**config.mk**
```make
export PLATFORM = sky130hd
export DESIGN_NAME = uart_tx_scheduler
export DESIGN_NICKNAME = d
export VERILOG_FILES = /design/src/rtl/uart_tx_scheduler.sv
export SDC_FILE = /design/constraint.sdc
export NUM_CORES = 1
export LEC_CHECK = 0
export ABC_AREA = 1
export BUFFER_PORTS_ARGS = -buffer_cell sky130_fd_sc_hd__buf_2
export CORE_UTILIZATION = 51
export CTS_BUF_LIST = sky130_fd_sc_hd__clkbuf_16
export DETAILED_ROUTE_END_ITERATION = 8
export GPL_ROUTABILITY_DRIVEN = 0
export PLACE_DENSITY = 0.84
export SYNTH_ARGS = -nofsm -noshare
export SYNTH_HDL_FRONTEND = slang
export SYNTH_SLANG_ARGS = --single-unit
```
**constraint.sdc**
```tcl
create_clock -name clk -period 3.1 [get_ports clk]
set_input_delay 0 -clock clk [delete_from_list [all_inputs] [get_ports clk]]
set_output_delay 0 -clock clk [all_outputs]
set_load 0.05 [all_outputs]
```
**src/rtl/uart_tx_scheduler.sv**
```systemverilog
// Round-robin scheduler sharing one UART TX among four byte-stream requesters.
// Optional stall timeout enabled with `define UART_TX_SCHED_TIMEOUT_EN.
module uart_tx_scheduler #(
    parameter int TIMEOUT_CYCLES = 1024
) (
    input  logic        clk,
    input  logic        rst,
    input  logic [3:0]  req_valid,
    input  logic [31:0] req_data,
    input  logic [3:0]  req_last,
    output logic [3:0]  req_ready,
    output logic [3:0]  grant,
    output logic [7:0]  tx_data,
    output logic        tx_start,
    input  logic        tx_busy,
    output logic        abort
);

    typedef enum logic [1:0] {
        IDLE,
        SEND,
        WAIT_HI,
        WAIT_LO
    } state_t;

    state_t      r_state;
    logic [3:0]  r_grant;
    logic [1:0]  r_gidx;
    logic [1:0]  r_last_grant;
    logic        r_last;
    logic [7:0]  r_tx_data;
    logic        r_tx_start;

    logic        w_pick_any;
    logic [1:0]  w_pick_idx;
    logic        w_accept;
    logic [7:0]  w_byte;

    if (TIMEOUT_CYCLES < 1) begin : g_bad_timeout
        $error("TIMEOUT_CYCLES must be at least 1");
    end

`ifdef UART_TX_SCHED_TIMEOUT_EN
    localparam int CW = $clog2(TIMEOUT_CYCLES + 1);
    logic [CW-1:0] r_stall;
    logic          r_abort;
    assign abort = r_abort;
`else
    assign abort = 1'b0;
`endif

    // Round-robin pick: nearest valid requester after the last owner wins.
    always_comb begin
        logic [1:0] idx;
        w_pick_any = 1'b0;
        w_pick_idx = r_last_grant;
        idx        = r_last_grant;
        for (int k = 4; k >= 1; k--) begin
            idx = r_last_grant + 2'(k);
            if (req_valid[idx]) begin
                w_pick_any = 1'b1;
                w_pick_idx = idx;
            end
        end
    end

    assign req_ready = (r_state == SEND && !tx_busy) ? (r_grant & req_valid) : 4'b0000;
    assign w_accept  = |req_ready;
    assign w_byte    = req_data[{r_gidx, 3'b000} +: 8];

    assign grant     = r_grant;
    assign tx_data   = r_tx_data;
    assign tx_start  = r_tx_start;

    // Message FSM: grant, byte capture, and UART busy handshake.
    always_ff @(posedge clk or posedge rst) begin
        if (rst) begin
            r_state      <= IDLE;
            r_grant      <= 4'b0000;
            r_gidx       <= 2'd0;
            r_last_grant <= 2'd3;
            r_last       <= 1'b0;
            r_tx_data    <= 8'h00;
            r_tx_start   <= 1'b0;
`ifdef UART_TX_SCHED_TIMEOUT_EN
            r_stall      <= '0;
            r_abort      <= 1'b0;
`endif
        end else begin
            r_tx_start <= 1'b0;
`ifdef UART_TX_SCHED_TIMEOUT_EN
            r_abort    <= 1'b0;
`endif
            unique case (r_state)
                IDLE: begin
                    if (w_pick_any) begin
                        r_grant <= 4'b0001 << w_pick_idx;
                        r_gidx  <= w_pick_idx;
                        r_state <= SEND;
`ifdef UART_TX_SCHED_TIMEOUT_EN
                        r_stall <= '0;
`endif
                    end
                end
                SEND: begin
                    if (w_accept) begin
                        r_tx_data  <= w_byte;
                        r_tx_start <= 1'b1;
                        r_last     <= req_last[r_gidx];
                        r_state    <= WAIT_HI;
`ifdef UART_TX_SCHED_TIMEOUT_EN
                        r_stall    <= '0;
`endif
                    end
`ifdef UART_TX_SCHED_TIMEOUT_EN
                    else if (!req_valid[r_gidx]) begin
                        if (r_stall == CW'(TIMEOUT_CYCLES - 1)) begin
                            r_abort      <= 1'b1;
                            r_grant      <= 4'b0000;
                            r_last_grant <= r_gidx;
                            r_state      <= IDLE;
                            r_stall      <= '0;
                        end else begin
                            r_stall <= r_stall + 1'b1;
                        end
                    end else begin
                        r_stall <= '0;
                    end
`endif
                end
                WAIT_HI: begin
                    if (tx_busy) begin
                        r_state <= WAIT_LO;
                    end
                end
                WAIT_LO: begin
                    if (!tx_busy) begin
                        if (r_last) begin
                            r_grant      <= 4'b0000;
                            r_last_grant <= r_gidx;
                            r_state      <= IDLE;
                        end else begin
                            r_state <= SEND;
`ifdef UART_TX_SCHED_TIMEOUT_EN
                            r_stall <= '0;
`endif
                        end
                    end
                end
                default: r_state <= IDLE;
            endcase
        end
    end

endmodule

```
Word-level counts from Yosys, hierarchy flattened
Cells that the tools add are included.
W data, S select, Z words.

operators by class
  reductions and logical operators = 10
  equal/unequal tests = 8
  shift-type cells = 2
  bitwise logic cells = 2
  order comparisons = 5
  add/subtract/negate cells = 3
  muxes and demuxes = 30

operators with widths
  operator               number
  $shiftx A32 B6 Y8      1
  $mux W4                4
  $lt A2 B3 Y1 const B   5
  $mux W2                7
  $mux W1                12
  $bmux W1 S2            5
  $ne A2 B2 Y1 const B   5
  $pmux W2 S4            1
  $pmux W4 S2            1
  $reduce_and A4 Y1      2
  $add A2 B2 Y2 const B  2
  $and A4 B4 Y4          1
  $eq A2 B2 Y1 const B   2
  $reduce_and A2 Y1      2
  $reduce_or A4 Y1       1
  $shl A1 B2 Y4 const A  1
  $reduce_and A3 Y1      1
  $add A2 B1 Y2 const B  1
  $eq A2 B1 Y1 const B   1
  $logic_not A2 Y1       1
  $reduce_bool A2 Y1     1
  $logic_and A1 B1 Y1    1
  $logic_not A1 Y1       1
  $not A1 Y1             1

word-level totals
  flip-flop bits (word level) = 20
  logic and storage cells = 67
  input port bits = 43
  output and inout port bits = 18

Longest topological paths before layout
  depth in word-level cells = 9
  mapped depth = 11
  depth with buffers taken out = 11

Least setup slack after synthesis
No wires, ideal clock.

  path type = reg2reg
  start point = register r_state[1]
  end point = register r_tx_data[1], in the netlist tx_data[1]
  path buffers = 1
  clock period less this slack = 2164 ps
  path slack = 936 ps
  stages on the path, launching flop included = 10
  data arrival time = 2036 ps
  setup time = 129 ps
  data required time = 2971 ps
  cell sequence = dfrtp_1 > inv_1 > ha_1 > nand2_2 > nor2_1 > nor2_1 > and2_1 > inv_2 > buf_6 > a31oi_1

between the ends
  longest elaborated chain between the ends = 5

ends and longest elaborated chain
  what                         RTL line  source
  start, declared              26        state_t r_state;
  start signal, assigned       78        r_state <= IDLE;
  start signal, assigned       99        r_state <= SEND;
  start signal, assigned       110       r_state <= WAIT_HI;
  $eq A2 B1 Y1                 67        assign req_ready = (r_state == SEND && !tx_busy) ? (r_grant & req_valid) : 4'b0000;
  $logic_and A1 B1 Y1          67
  $mux W4                      67
  named net req_ready[2]       11        output logic [3:0] req_ready,
  $reduce_or A4 Y1             68        assign w_accept = |req_ready;
  $reduce_and A2 Y1 (no line)  -
  end signal, assigned         107       r_tx_data <= w_byte;
  end, declared                31        logic [7:0] r_tx_data;

The timed path passes the listed nets, and every way through them passes these cells.
A chain may end at the register's enable or synchronous reset.

Worst setup path in the final report
  start point = register r_state[1]
  end point = register r_tx_data[3], in the netlist tx_data[3]

between the ends
  longest elaborated chain between the ends = 5

ends and longest elaborated chain
  what                           RTL line
  $eq A2 B1 Y1 *                 67, 94
  $logic_and A1 B1 Y1            67
  $mux W4                        67
  $reduce_or A4 Y1               68
  $reduce_and A2 Y1 (no line) *  -

Mark *: on every way between the ends. The rest lies on a longest branch, timed or not.

==> impl_metrics.toml <==
[grt]
grt_max_degree = 21
grt_pass1_wl_um = 5347
grt_antenna_before_repair = 0
grt-ovfl-total = 0
grt_usage_pct = 24.64
grt_pass1_vias = 1310

[sta]
hold_ws_ps = 68.10
fin_setup_tns_ps = 0
slew_violations = 0
fmax_ghz = 0.5792
finalHoldViolCount = 0
worst_pin_slew_ps = 756.6
rsz0062_at_grt = "no"
finalClockSkew_ps = 3.504
fin_crit_ps = 1727
timing.final.crit_share_pct = 55.70
setup_viol = 0
max_slew_margin_pct = 49.50

[worst_setup_path]
cpPeakStageDelay_ps = 420
r2r_cells = 9
required_ps = 3280
critical_path_peak_fanout = 19
cp_cell_sequence = "inv_1 > ha_1 > nand2_2 > nor2_1 > nor2_1 > and2_1 > inv_2 > nor2_1 > a31oi_1"
arrival_ps = 1910
crit_path_top_delay_cell = "dfrtp_1"
worstReg2RegEnd = "tx_data[3]"
path_class = "flop to flop"
start_kind = "flop"
crit_top_cell = "nor2_1"
r2r-start = "r_state[1]"
rrSetupSlack_ps = 1370
critPathCaptureType = "flop"

[cells_and_area]
final_area_mm2 = 0.001829
post-route-util_pct = 71.25
drive_gt1_share_pct = 28.52
area_growth_pct = 28.02
n_antenna_cell = 0
nNetsFinal = 319

[clocking]
cts_sinks = 20
cts_buffers = 3
clkLatencyLatePin_ps = 260
cts_tree = "done"
h-tree-depth = 1
cts_buffer_depth = 2
clock-root-buffer = "clkbuf_16"
post_cts_buffers = 0
path_clk_slew_ps = 60

[yosys]
avgSynthCellArea_um2 = 6.708
synth_top_family_by_area = "simple AND/OR/NAND/NOR gates"
netlist_top_cells_area = "dfrtp_1, nand2_1, nor2_1"
syn-cell-area_mm2 = 0.001429
yosys.area.top_type_share_pct = 31.52
synth_edf_count = 0
synth_simple_gate_area_share_pct = 36.95
syn_inst = 213
yosysSeqAreaShare_pct = 35.20
yosysUniqueCellTypes = 29
ys.flop_type = "dfrtp_1"
synth_xor_area_share_pct = 0
postSynthNetCount = 261
synth-seq-cells = 20
ys_warn_count = 0
synthAdderAreaFrac_pct = 4.378
synth_mux_area_share_pct = 0.7005
synthTopCellsByCount = "nand2_1, nor2_1, o21ai_0, dfrtp_1, inv_1"
async_reset_ff_share_pct = 100.0
synth_top_cell_by_area = "dfrtp_1"
synth_compound_area_share_pct = 13.92

[power_and_ir_drop]
clkPwrFrac_pct = 17.4
switchingPower_mw = 1.055
seq_power_share_pct = 25.9
share_comb_of_total_power_pct = 56.7
ir_worst_vdd_uv = 724.5
leakagePower_nw = 0.9887
swShare_pct = 51.03
power.total_mw = 2.068
powerDensity_mw_per_mm2 = 1131
p_int_mw = 1.013

[drt]
wirelength_um = 3571
drt_iter0_drc = 42
highest_layer = "met4"
firstDrtPassIters = 4
avgViaCountPerCell = 5.147
route.detailed.drc = 0
vias = 1544
met2WireLength_um = 1859
wl_per_cell_um = 11.90
met1_length_um = 1583
ant_nets = 0
met3_length_um = 106

[worst_hold_path]
hold_path_class = "input port to flop"
whs_path_depth = 3
whs_endpoint = "tx_data[1]"
min_from = "req_data[25]"

[floorplanning]
core_area_mm2 = 0.002567
die_area_mm2 = 0.003017
io_pins = 61
rows = 18
die_width_um = 54.93
die_h_um = 54.93
start_util_pct = 55.65

[status]
status = "complete, no violations"

[place]
dpl_cell_area_mm2 = 0.001714
hpwl_um = 2633
portBuffers = 59

[flow_run]
max_cap_viol_count = 0
==> layout by cell type, fill, tap and decap left out, types with 2 or more instances in the layout <==
cell and count:
buf_2 59, nand2_1 49, nor2_1 49, o21ai_0 21
dfrtp_1 18, inv_1 16, nand3_1 8, a31oi_1 8
o21ai_1 5, ha_1 5, nand4_1 4, nand2_2 3
inv_2 3, clkbuf_16 3, nor3_2 2, nand3_2 2
nand3b_1 2, dfstp_2 2
==> state kept, by name (all words and copies together), names as in the netlist <==
name,cells
r_last,1
r_last_grant,2
tx_data,8
tx_start,1
grant,4
r_state,2
r_gidx,2
==> layout make-up <==
class / instances / area (µm²)
repair buffers: 60 / 305.3
clock buffers: 3 / 75.07
multi-input cells: 166 / 803.3
inverters: 20 / 75.07
well taps: 30 / 37.54
fillers: 227 / 738.2
clock inverters: 1 / 30.03
flip-flops and latches: 20 / 503.0
==> stage by stage <==
step,cells,worst slack [ps]
floorplan,213,935.8
global placement,295,1429
detailed placement,295,1388
CTS,300,1379
global route,300,1173
finish,300,1373
==> cells by family after synthesis <==
logic type | after synthesis
AOI/OAI and AO/OA | 37
muxes | 1
buffers and inverters | 27
adders and majority gates | 5
and+or+nand+nor | 122
other | 1
DFF | 20
==> routing by layer <==
metal | global-route usage [%] | vias up
li1 | - | 797
met1 | 31.45 | 715
met2 | 42.77 | 29
met3 | 4.918 | 3
met4 | 5.417 | 0
met5 | 0 | -
==> power by group through the flow <==
stage	Clock (mW)	Combinational [mW]	Sequential [mW]
after floorplan	0	0.746	0.717
after global placement	0	1.14	0.537
after detailed placement	0	1.16	0.538
after CTS	0.360	1.17	0.534
after global routing	0.371	1.31	0.562
final	0.360	1.17	0.535
==> how the worst max path moves through the flow <==
stage,start,end,depth (start not counted)
2_1_floorplan,r_state[1],tx_data[1],9
5_1_grt,r_state[1],tx_data[3],9
4_1_cts,r_state[1],tx_data[3],9
6_report,r_state[1],tx_data[3],9
3_5_place_dp,r_state[1],tx_data[3],9
3_3_place_gp,r_state[1],tx_data[7],9
==> critical path: cells and delay by family, from the launching register on <==
kind            cells  cell delay [ps]
simple gates        5              520
compound gates      1              150
buf+inv             2              360
flops               1              420
fa+ha+maj           1              190
==> repair_timing <==
item | CTS | global route
endpoints found under the setup margin | 0 | 0
endpoints found under the hold margin | 18 | 0
hold buffers | 1 | 0
resized for setup | 0 | 0
Power figures use the tool's default switching activity.
